==> src/rtl/uart_pkg.sv <==
// Shared types and helpers for the oversampling UART receive path.
package uart_pkg;

    typedef enum logic [2:0] {
        IDLE,
        START,
        DATA,
        STOP,
        BREAK
    } rx_state_t;

    typedef logic [7:0] payload_t;

    // Accumulator step per clock.
    // Clamped to clk_freq so that at most one tick is issued per clock.
    function automatic logic [31:0] calc_tick_inc(
        input int unsigned clk_freq,
        input int unsigned baud_rate,
        input int unsigned oversample
    );
        logic [31:0] inc;
        inc = 32'(baud_rate * oversample);
        if (inc > clk_freq) begin
            inc = clk_freq;
        end
        return inc;
    endfunction

endpackage

==> src/rtl/uart_baud_tick.sv <==
// Fractional baud accumulator.
// Issues a one-cycle tick at BAUD_RATE*OVERSAMPLE on average.
module uart_baud_tick
    import uart_pkg::*;
#(
    parameter int unsigned CLK_FREQ   = 1000000,
    parameter int unsigned BAUD_RATE  = 9600,
    parameter int unsigned OVERSAMPLE = 16
) (
    input  logic clk,
    input  logic rst,
    input  logic clear,
    output logic tick
);

    localparam logic [31:0] INC   = calc_tick_inc(CLK_FREQ, BAUD_RATE, OVERSAMPLE);
    localparam logic [31:0] CLK_W = 32'(CLK_FREQ);

    logic [31:0] acc_q, acc_d, sum;
    logic        tick_q, tick_d;

    // Next accumulator value; the remainder is carried so the phase never drifts.
    always_comb begin
        sum    = acc_q + INC;
        acc_d  = sum;
        tick_d = 1'b0;
        if (clear) begin
            acc_d = '0;
        end else if (sum >= CLK_W) begin
            acc_d  = sum - CLK_W;
            tick_d = 1'b1;
        end
    end

    // Accumulator and tick registers.
    always_ff @(posedge clk) begin
        if (!rst) begin
            acc_q  <= '0;
            tick_q <= 1'b0;
        end else begin
            acc_q  <= acc_d;
            tick_q <= tick_d;
        end
    end

    assign tick = tick_q;

endmodule

==> src/rtl/uart_rx_os.sv <==
// 16x-oversampling 8N1 UART receiver.
// Uses majority voting around mid-bit, and provides framing-error and break detection.
module uart_rx_os
    import uart_pkg::*;
#(
    parameter int unsigned CLK_FREQ   = 1000000,
    parameter int unsigned BAUD_RATE  = 9600,
    parameter int unsigned OVERSAMPLE = 16,
    parameter int unsigned DATA_BITS  = 8
) (
    input  logic                 clk,
    input  logic                 rst,
    input  logic                 rx,
    output logic [DATA_BITS-1:0] doutrx,
    output logic                 donerx,
    output logic                 frame_err,
    output logic                 brk,
    output logic                 busy
);

    localparam int unsigned SW = $clog2(OVERSAMPLE);
    localparam int unsigned BW = (DATA_BITS > 1) ? $clog2(DATA_BITS) : 1;
    localparam logic [SW-1:0] S_LO   = SW'(OVERSAMPLE / 2 - 1);
    localparam logic [SW-1:0] S_MID  = SW'(OVERSAMPLE / 2);
    localparam logic [SW-1:0] S_HI   = SW'(OVERSAMPLE / 2 + 1);
    localparam logic [SW-1:0] S_LAST = SW'(OVERSAMPLE - 1);
    localparam logic [BW-1:0] B_LAST = BW'(DATA_BITS - 1);

    rx_state_t            state_q, state_d;
    logic [SW-1:0]        scnt_q, scnt_d;
    logic [BW-1:0]        bcnt_q, bcnt_d;
    logic [1:0]           samp_q, samp_d;
    logic                 bit_q, bit_d;
    logic [DATA_BITS-1:0] shreg_q, shreg_d;
    logic [DATA_BITS-1:0] dout_q, dout_d;
    logic                 done_q, done_d;
    logic                 ferr_q, ferr_d;
    logic                 rx_meta_q, rx_s_q, rx_prev_q;
    logic                 tick, clr, fall, maj, decide;

    uart_baud_tick #(
        .CLK_FREQ  (CLK_FREQ),
        .BAUD_RATE (BAUD_RATE),
        .OVERSAMPLE(OVERSAMPLE)
    ) u_tick (
        .clk  (clk),
        .rst  (rst),
        .clear(clr),
        .tick (tick)
    );

    // Two-flop synchronizer plus a delayed copy for falling-edge detection; resets to idle-high.
    always_ff @(posedge clk) begin
        if (!rst) begin
            rx_meta_q <= 1'b1;
            rx_s_q    <= 1'b1;
            rx_prev_q <= 1'b1;
        end else begin
            rx_meta_q <= rx;
            rx_s_q    <= rx_meta_q;
            rx_prev_q <= rx_s_q;
        end
    end

    // Receiver control: sample counter, majority vote, FSM next state and strobes.
    always_comb begin
        state_d = state_q;
        scnt_d  = scnt_q;
        bcnt_d  = bcnt_q;
        samp_d  = samp_q;
        bit_d   = bit_q;
        shreg_d = shreg_q;
        dout_d  = dout_q;
        done_d  = 1'b0;
        ferr_d  = 1'b0;
        clr     = 1'b0;

        fall   = rx_prev_q & ~rx_s_q;
        maj    = (samp_q[0] & samp_q[1]) | (samp_q[0] & rx_s_q) | (samp_q[1] & rx_s_q);
        decide = tick & (scnt_q == S_HI);

        if (tick) begin
            scnt_d = (scnt_q == S_LAST) ? '0 : scnt_q + 1'b1;
            if (scnt_q == S_LO)  samp_d[0] = rx_s_q;
            if (scnt_q == S_MID) samp_d[1] = rx_s_q;
        end

        case (state_q)
            IDLE: begin
                scnt_d = '0;
                if (fall) begin
                    state_d = START;
                    clr     = 1'b1;
                end
            end
            START: begin
                if (decide) begin
                    if (!maj) begin
                        state_d = DATA;
                        scnt_d  = '0;
                        bcnt_d  = '0;
                    end else begin
                        state_d = IDLE;
                    end
                end
            end
            DATA: begin
                // The vote is latched mid-bit and shifted in when scnt wraps.
                if (decide) bit_d = maj;
                if (tick && scnt_q == S_LAST) begin
                    shreg_d = {bit_q, shreg_q[DATA_BITS-1:1]};
                    if (bcnt_q == B_LAST) state_d = STOP;
                    else                  bcnt_d  = bcnt_q + 1'b1;
                end
            end
            STOP: begin
                if (decide) begin
                    if (maj) begin
                        dout_d  = shreg_q;
                        done_d  = 1'b1;
                        state_d = IDLE;
                    end else begin
                        ferr_d  = 1'b1;
                        state_d = rx_s_q ? IDLE : BREAK;
                    end
                end
            end
            BREAK: begin
                if (rx_s_q) state_d = IDLE;
            end
            default: state_d = IDLE;
        endcase
    end

    // Receiver state registers.
    always_ff @(posedge clk) begin
        if (!rst) begin
            state_q <= IDLE;
            scnt_q  <= '0;
            bcnt_q  <= '0;
            samp_q  <= '1;
            bit_q   <= 1'b1;
            shreg_q <= '0;
            dout_q  <= '0;
            done_q  <= 1'b0;
            ferr_q  <= 1'b0;
        end else begin
            state_q <= state_d;
            scnt_q  <= scnt_d;
            bcnt_q  <= bcnt_d;
            samp_q  <= samp_d;
            bit_q   <= bit_d;
            shreg_q <= shreg_d;
            dout_q  <= dout_d;
            done_q  <= done_d;
            ferr_q  <= ferr_d;
        end
    end

    assign doutrx    = dout_q;
    assign donerx    = done_q;
    assign frame_err = ferr_q;
    assign brk       = (state_q == BREAK);
    assign busy      = (state_q != IDLE);

endmodule

==> config.mk <==
export PLATFORM = sky130hd
export DESIGN_NAME = uart_rx_os
export DESIGN_NICKNAME = d
export VERILOG_FILES = /design/src/rtl/uart_pkg.sv /design/src/rtl/uart_baud_tick.sv /design/src/rtl/uart_rx_os.sv
export SDC_FILE = /design/constraint.sdc
export NUM_CORES = 1
export LEC_CHECK = 0
export ABC_AREA = 1
export CELL_PAD_IN_SITES_DETAIL_PLACEMENT = 0
export CELL_PAD_IN_SITES_GLOBAL_PLACEMENT = 2
export CORE_MARGIN = 2
export CORE_UTILIZATION = 36
export DETAILED_ROUTE_END_ITERATION = 8
export PLACE_DENSITY = 0.95
export SLEW_MARGIN = 20
export SYNTH_ARGS = -nofsm -noshare
export SYNTH_HDL_FRONTEND = slang
export SYNTH_SLANG_ARGS = --single-unit
export TNS_END_PERCENT = 100
==> constraint.sdc <==
create_clock -name clk -period 4.6 [get_ports clk]
set_input_delay 0.69 -clock clk [delete_from_list [all_inputs] [get_ports clk]]
set_output_delay 0.69 -clock clk [all_outputs]
set_load 0.01 [all_outputs]
# Word-level counts from Yosys, hierarchy flattened
# Index checks and enable logic that the tools add are counted.
# op_classes
n_mul	0
eq_ne	17
shift	0
mux	26
order_cmp	1
add_sub_neg	4
bitwise	9
reduce_logical	13
n_div	0
# op_table
op	count
$mux W3	12
$add A32 B18 Y32 const B	1
$ge A32 B20 Y1 const B	1
$mux W32	1
$sub A32 B20 Y32 const B	1
$mux W4	4
$pmux W3 S5	1
$ne A2 B2 Y1 const B	7
$eq A4 B4 Y1 const B	3
$pmux W4 S2	1
$reduce_and A2 Y1	4
$eq A3 B2 Y1 const B	2
$eq A3 B3 Y1 const B	2
$pmux W3 S2	1
$reduce_and A3 Y1	2
$reduce_and A6 Y1	1
$and A1 B1 Y1	5
$mux W1	5
$reduce_and A5 Y1	1
$add A4 B1 Y4 const B	1
$eq A4 B3 Y1 const B	1
$add A3 B1 Y3 const B	1
$eq A3 B1 Y1 const B	1
$logic_not A3 Y1	1
other kinds (8)	10
# totals
n_memories	0
latch_bits	0
inputBits	3
out_inout_bits	12
mem_bits_rw	0
mem_bits_ro	0
regBits	67

# Depth between registers and ports, before layout
# Gate-level depths: netlist (run 1).
# logic_depth
ltp_word	6
depth_mapped	19
mapped_depth_nobuf	19

# Modules after synthesis
# From an unflattened synthesis (run 1), not the netlist that was laid out.
# hier_totals
hier_cells	633
hier_area_um2	4176.5
# by_module_without_submodules
module	area_each_um2	cells_per_inst	instances
uart_baud_tick	2527.4	418	1
uart_rx_os	1649.1	215	1

# Least setup slack after synthesis (run 1)
# OpenSTA, ideal clock, no wires.
# synth_timing
kind	reg2reg
from	register u_tick.acc_q[11]
to	register u_tick.acc_q[25]
t_required_ns	4.472
n_path_buf	1
setup_slack_ns	2.299
path_stages_with_launch	18
t_arrival_ns	2.174
synth_period_minus_slack_ns	2.301
setup_time_ns	0.128
cell_sequence	dfxtp_1 inv_1 ha_1 inv_1 nand2_1 nand2_1 nand2_1 nand2_1 nand3_1 nand2_1 nand2_1 nor2_4 nand3_2 nor2_4 nand2_4 buf_4 nand2_1 nor2_1
# synth_via
elab_chain_len	3
elab_cells_between_ends	4
cone_classes	add/sub (2); order compare (1); mux (1)
# synth_lines
item	line_no	source
start, declared	uart_baud_tick.sv:19	logic [31:0] acc_q, acc_d, sum;
start signal, assigned	uart_baud_tick.sv:38	acc_q <= '0;
start signal, assigned	uart_baud_tick.sv:41	acc_q <= acc_d;
$add A32 B18 Y32 *	uart_baud_tick.sv:24	sum = acc_q + INC;
$sub A32 B20 Y32 or $ge A32 B20 Y1 (tied branches)	uart_baud_tick.sv:30, uart_baud_tick.sv:29	
$mux W32 *	uart_baud_tick.sv:29	end else if (sum >= CLK_W) begin
# Mark *: on every way between the ends. The rest lies on a longest branch, timed or not.
# A chain may end at the register's enable or synchronous reset.

# Worst setup path in the final report (run 1)
# layout_timing
from	register u_tick.acc_q[11]
to	register u_tick.acc_q[19]
# Same word-level chain as after synthesis.

==> results of run 1 <==
[where the power goes]
group	internal, W	switching (W)	total, W
clock network	0.000258	0.000248	0.000506
registers	0.000624	0.000102	0.000726
logic	0.000380	0.000704	0.00108
[through the flow]
stage	power (W)	cells	util, %	hold WS (ns)	instance area [um^2]
final	0.00232	720	42.0	0.416	4120
after detailed placement	0.00182	704	39.9	0.399	3920
after CTS	0.00234	720	42.0	0.417	4120
after floorplan	0.00163	567	-	0.393	3660
after global routing	0.00254	720	42.0	0.440	4120
after global placement	0.00181	704	39.8	0.397	3910
[cell type report]
| type | instances | area [um^2] | area share (%) |
|---|---|---|---|
| Clock inverter | 7 | 81.3 | 1.97 |
| Inverter | 76 | 285 | 6.92 |
| Tap cell | 133 | 166 | 4.04 |
| Timing Repair Buffer | 14 | 140 | 3.40 |
| Multi-Input combinational cell | 420 | 2100 | 51.0 |
| Clock buffer | 9 | 124 | 3.01 |
| Sequential cell | 61 | 1220 | 29.6 |
[worst max path at each step]
stage / from / endpoint / cells after the start / slack [ns]
floorplan: u_tick.acc_q[11]$_SDFF_PP0_ / u_tick.acc_q[25]$_SDFF_PP0_ / 17 / 2.30
global placement: u_tick.acc_q[11]$_SDFF_PP0_ / u_tick.tick$_SDFF_PP0_ / 16 / 1.67
detailed placement: u_tick.acc_q[11]$_SDFF_PP0_ / u_tick.acc_q[17]$_SDFF_PP0_ / 16 / 1.66
CTS: u_tick.acc_q[11]$_SDFF_PP0_ / u_tick.acc_q[17]$_SDFF_PP0_ / 16 / 1.63
global route: u_tick.acc_q[11]$_SDFF_PP0_ / u_tick.acc_q[16]$_SDFF_PP0_ / 16 / 1.26
finish: u_tick.acc_q[11]$_SDFF_PP0_ / u_tick.acc_q[19]$_SDFF_PP0_ / 16 / 1.64
[sequential cells by signal (all words and copies together) (netlist names)]
name          flops
bit_q             1
rx_meta_q         1
rx_prev_q         1
bcnt_q            3
u_tick.acc_q     26
scnt_q            4
frame_err         1
u_tick.tick       1
donerx            1
rx_s_q            1
samp_q            2
shreg_q           8
state_q           3
doutrx            8
[critical path, cell delays in order (launching register included)]
cell	delay (ns)
dfxtp_1	0.40
inv_1	0.12
ha_1	0.26
inv_1	0.06
nand2_1	0.04
nand2_1	0.16
nand2_1	0.07
nand2_1	0.18
nand3_1	0.10
nand2_1	0.19
nand2_1	0.14
nor2_4	0.13
nand3_2	0.11
nor2_4	0.35
nand2_4	0.28
nand2_1	0.14
a21oi_1	0.07
[layout by cell type, fill, tap and decap left out, types with 4 or more instances in the layout]
cell type,count
nor2_4,4
a21oi_1,32
nor3_1,6
clkdlybuf4s50_1,14
nand3_1,57
nand4_1,10
dfxtp_1,61
xnor2_1,7
nor2_1,74
nand2_2,6
xor2_1,14
inv_1,74
clkbuf_8,9
ha_1,10
o21ai_0,25
nand2_1,148
nand3_2,4
[routing by layer]
| metal | vias up | global-route usage (%) | wire length [um] |
|---|---|---|---|
| met5 | - | 0 | 0 |
| met1 | 1520 | 20.4 | 4090 |
| met4 | 0 | 4.86 | 113 |
| met3 | 10 | 3.81 | 266 |
| li1 | 1835 | - | - |
| met2 | 45 | 25.7 | 3820 |
[cells by family after synthesis]
kind of cell,Yosys count,share of synthesized area [%]
flops,61,33.3
fa+ha+maj,10,3.42
xor+xnor,21,5.02
simple gates,321,38.7
compound gates,68,9.91
buf+inv,86,9.57
==> flow_metrics.py, run 1 <==
metrics = {
    "status": {
        "status": "finished, final reports clean",
    },
    "sta": {
        "min_period_ns": 2.96,
        "setup_ws_ns": 1.64,
        "tns_ns": 0,
        "max_freq_mhz": 338,
        "rsz0062_at_grt": "no",
        "finalClockSkew_ns": 0.0106,
        "relSlewSlack_pct": 48.3,
        "drv_slew": 0,
        "final-setup-viol-count": 0,
        "period_share_pct": 64.3,
        "finalHoldViolations": 0,
        "tightestPinTransition_ns": 0.773,
    },
    "power_and_ir_drop": {
        "powerDensity_nw_per_um2": 562,
        "cellLeakagePower_nw": 1.85,
        "ir_drop_uv": 222,
    },
    "synthesis": {
        "synthTopCellsByArea": "dfxtp_1 (33%), nand2_1 (15%), nand3_1 (7.8%)",
        "synth_cell_type_count": 34,
        "synth-edff-count": 0,
        "ys_seq_area_share_pct": 33.3,
        "synth_common_cells": "nand2_1 (148), inv_1 (74), nor2_1 (74)",
        "avgSynthCellArea_um2": 6.46,
        "synth_top_area_cell": "dfxtp_1",
        "ys_warn_count": 0,
        "synth-async-reset-ratio_pct": 0,
        "ys.flop_type": "dfxtp_1",
        "netlist_area_um2": 3660,
        "synth_nets": 580,
        "synthCells": 567,
        "synth.most_common_cell": "nand2_1",
        "yosysTopAreaCellShare_pct": 33.3,
        "synth-seq-cells": 61,
    },
    "die": {
        "rows": 36,
        "fp.dieW_um": 105,
        "ioPinCount": 15,
        "start_util_pct": 37.3,
        "core_area_um2": 9820,
        "die_h_um": 105,
        "die_area_um2": 11000,
    },
    "worst_setup_path": {
        "critPathLaunchType": "flip-flop",
        "r2r-end": "u_tick.acc_q[19]$_SDFF_PP0_",
        "reg2reg_depth": 16,
        "r2r_slack_ns": 1.64,
        "r2r_start": "u_tick.acc_q[11]$_SDFF_PP0_",
        "cp.required_ns": 4.80,
        "cp_max_fo": 26,
        "timing_worst_setup_path_type": "flip-flop to flip-flop",
        "end_kind": "flip-flop",
        "cp.arrival_ns": 3.16,
    },
    "route": {
        "drt-pass1-iter-count": 4,
        "dr_total_vias": 3410,
        "drtAntennaViolNets": 0,
        "remaining_drc_errors": 0,
        "wl_per_cell_um": 11.5,
        "vias_per_cell": 4.74,
        "drtIter0Drc": 141,
        "routed_wl_um": 8300,
    },
    "place": {
        "dp_slack_ns": 1.66,
        "gp_congestion": 0.800,
        "dp_hpwl_um": 6110,
        "io_buffers": 14,
    },
    "grt": {
        "grt_util_all_layers_pct": 15.7,
        "grt_max_degree": 28,
        "overflow": 0,
        "grt_pass1_wl_um": 14100,
        "grt_pass1_vias": 3098,
        "antenna_found_initial": 0,
    },
    "final_layout": {
        "area_delta_synth_final_pct": 12.5,
        "nNetsFinal": 595,
        "fillerInstances": 1101,
        "n_antenna_cell": 0,
        "drive_gt1_share_pct": 6.98,
    },
    "clocking": {
        "cts-root-buf": "clkbuf_8",
        "cts.reportedPaths.clkPinSlew_ns": 0.08,
        "hold_buffers": 0,
        "post_cts_buffers": 0,
        "cts_tree": "yes",
        "htree_num_levels": 3,
        "cts_made_buffers": 9,
        "clk-insertion-delay-late_ns": 0.35,
        "ctsResizeCount": 0,
        "cts.sinks": 61,
        "cts_buffer_depth": 2,
    },
    "hold_path": {
        "worstHoldEndpoint": "rx_s_q$_SDFF_PN1_",
        "hold_path_class": "flip-flop to flip-flop",
        "holdPathStages": 1,
        "hold_start": "rx_meta_q$_SDFF_PN1_",
    },
    "job": {
        "maxCapViolations": 0,
    },
}
No activity file was read; power rests on OpenSTA's default activity.
==> run 2, diff against run 1 <==
--- a/config.mk
+++ b/config.mk
@@ -9,9 +9,9 @@
 export CELL_PAD_IN_SITES_DETAIL_PLACEMENT = 0
 export CELL_PAD_IN_SITES_GLOBAL_PLACEMENT = 2
 export CORE_MARGIN = 2
-export CORE_UTILIZATION = 36
+export CORE_UTILIZATION = 30
 export DETAILED_ROUTE_END_ITERATION = 8
-export PLACE_DENSITY = 0.95
+export PLACE_DENSITY = 0.86
 export SLEW_MARGIN = 20
 export SYNTH_ARGS = -nofsm -noshare
 export SYNTH_HDL_FRONTEND = slang
==> constraint.sdc (replaced) <==
create_clock -name clk -period 2.7 [get_ports clk]
set_input_delay 0.405 -clock clk [delete_from_list [all_inputs] [get_ports clk]]
set_output_delay 0.405 -clock clk [all_outputs]
set_load 0.01 [all_outputs]
==> run 2 against run 1 <==
  * Sequential share of layout area shrank 1.6 points
  * Total power grew 92%
  * Via count grew 0.59%
  * Critical endpoint is now u_tick.acc_q[14]$_SDFF_PP0_
  * Register-to-register slack lost 1.4 ns
  * Critical path type unchanged
  * Routed wire length grew 4.3%
  * Largest cell class unchanged
  * Clock-buffer cell count is the same
  * Clock power grew to 2.5 times the previous value
==> flow_metrics.py, run 2 (synthesis results as in run 1) <==
metrics = {
    "status": {
        "status": "finished, final reports clean",
    },
    "grt": {
        "grt_util_all_layers_pct": 14.2,
        "grt_pass1_wl_um": 15200,
        "grt_pass1_vias": 3289,
        "grt_max_degree": 28,
        "overflow": 0,
        "antenna_found_initial": 0,
    },
    "place": {
        "io_buffers": 14,
        "dp.cells": 728,
        "dp_hpwl_um": 6580,
        "gp_congestion": 0.848,
    },
    "worst_setup_path": {
        "end_kind": "flip-flop",
        "cp_max_fo": 14,
        "cp.arrival_ns": 2.63,
        "cp.required_ns": 2.90,
        "critPathLaunchType": "flip-flop",
        "r2r_slack_ns": 0.27,
        "timing_worst_setup_path_type": "flip-flop to flip-flop",
    },
    "route": {
        "routed_wl_um": 8650,
        "dr_total_vias": 3430,
        "drt-pass1-iter-count": 4,
        "remaining_drc_errors": 0,
        "vias_per_cell": 4.61,
        "wl_per_cell_um": 11.6,
        "drtAntennaViolNets": 0,
        "drtIter0Drc": 102,
    },
    "clocking": {
        "cts_tree": "yes",
        "htree_num_levels": 3,
        "post_cts_buffers": 0,
        "ctsResizeCount": 0,
        "cts.reportedPaths.clkPinSlew_ns": 0.06,
        "cts_buffer_depth": 2,
        "clk-insertion-delay-late_ns": 0.33,
        "cts-root-buf": "clkbuf_16",
        "cts.sinks": 61,
        "hold_buffers": 0,
        "cts_made_buffers": 9,
    },
    "die": {
        "die_area_um2": 13100,
        "rows": 40,
        "start_util_pct": 30.6,
        "ioPinCount": 15,
        "core_area_um2": 12000,
        "die_h_um": 114,
        "fp.dieW_um": 114,
    },
    "power_and_ir_drop": {
        "power_frac_comb_pct": 43.4,
        "ir_drop_uv": 314,
        "cellLeakagePower_nw": 1.96,
        "seq_power_share_pct": 27.9,
        "swShare_pct": 41.7,
        "powerDensity_nw_per_um2": 1020,
        "switchingPower_w": 0.00186,
        "p_int_w": 0.00260,
        "clkPwrFrac_pct": 28.7,
        "finalPower_w": 0.00445,
    },
    "sta": {
        "max_freq_mhz": 412,
        "drv_slew": 0,
        "tightestPinTransition_ns": 0.354,
        "final-setup-viol-count": 0,
        "finalClockSkew_ns": 0.00600,
        "finalHoldViolations": 0,
        "relSlewSlack_pct": 76.3,
        "tns_ns": 0,
        "period_share_pct": 89.9,
        "min_period_ns": 2.43,
        "fin_hold_ws_ns": 0.419,
    },
    "final_layout": {
        "fin_cells": 744,
        "nNetsFinal": 605,
        "drive_gt1_share_pct": 9.38,
        "n_antenna_cell": 0,
        "area_delta_synth_final_pct": 19.0,
        "largest_reg_flops": 26,
        "final_common_cell": "nand2_1",
        "mostFrequentLayoutCells": "nand2_1 (144), inv_1 (74), nor2_1 (74)",
        "regMostFlops": "u_tick.acc_q",
    },
    "job": {
        "maxCapViolations": 0,
    },
    "hold_path": {
        "hold_path_class": "flip-flop to flip-flop",
    },
}
-- run 2: path summary, 6_finish.rpt --
path | from | endpoint | depth (start not counted)
worst min-delay path | rx_meta_q$_SDFF_PN1_ | rx_s_q$_SDFF_PN1_ | 1
worst max register to register | u_tick.acc_q[11]$_SDFF_PP0_ | u_tick.acc_q[14]$_SDFF_PP0_ | 17
worst max-delay path | u_tick.acc_q[11]$_SDFF_PP0_ | u_tick.acc_q[14]$_SDFF_PP0_ | 17
worst min register to register | rx_meta_q$_SDFF_PN1_ | rx_s_q$_SDFF_PN1_ | 1
-- run 2: layout make-up --
class                      instances  area, um^2
tap                              147         184
clock inverter                     7         104
inverter                          76         285
sequential                        61        1220
fill                            1311        7600
timing repair buffer              24         223
multi-input combinational        420        2110
clock buffer                       9         225
-- run 2: power groups by stage --
stage               Clock [W]  Combinational, W  Sequential (W)
floorplan                   0           0.00156         0.00121
global placement            0           0.00191         0.00126
detailed placement          0           0.00191         0.00126
CTS                   0.00131           0.00192         0.00124
global route          0.00134           0.00222         0.00127
finish                0.00128           0.00193         0.00124
-- run 2: metal layers --
layer  global-route usage (%)  wire length (um)
met1                     18.8              4220
met2                     23.3              4080
met3                     2.96               263
met4                     3.90                95
met5                        0                 0
-- run 2: worst max-delay path, stage by stage (launching register included) --
cell and delay, ns:
dfxtp_2 0.36, inv_1 0.10, ha_1 0.26, inv_1 0.07, nand2_1 0.06, nand2_2 0.12, nand2_1 0.08, nand2_2 0.11
nand3_1 0.09, nand2_1 0.10, inv_1 0.08, nor2_2 0.16, nand2_1 0.11, nor2_4 0.14, nand2_2 0.10, buf_4 0.21
nand3_1 0.09, a21oi_1 0.07
-- run 2: per-stage QoR --
stage,utilization [%],worst slack (ns),cell area (um^2)
final,36.4,0.272,4360
after global routing,36.4,-0.000138,4360
after CTS,36.2,0.0382,4330
after detailed placement,33.4,0.0548,4000
after global placement,33.4,0.149,4000
after floorplan,-,0.399,3660
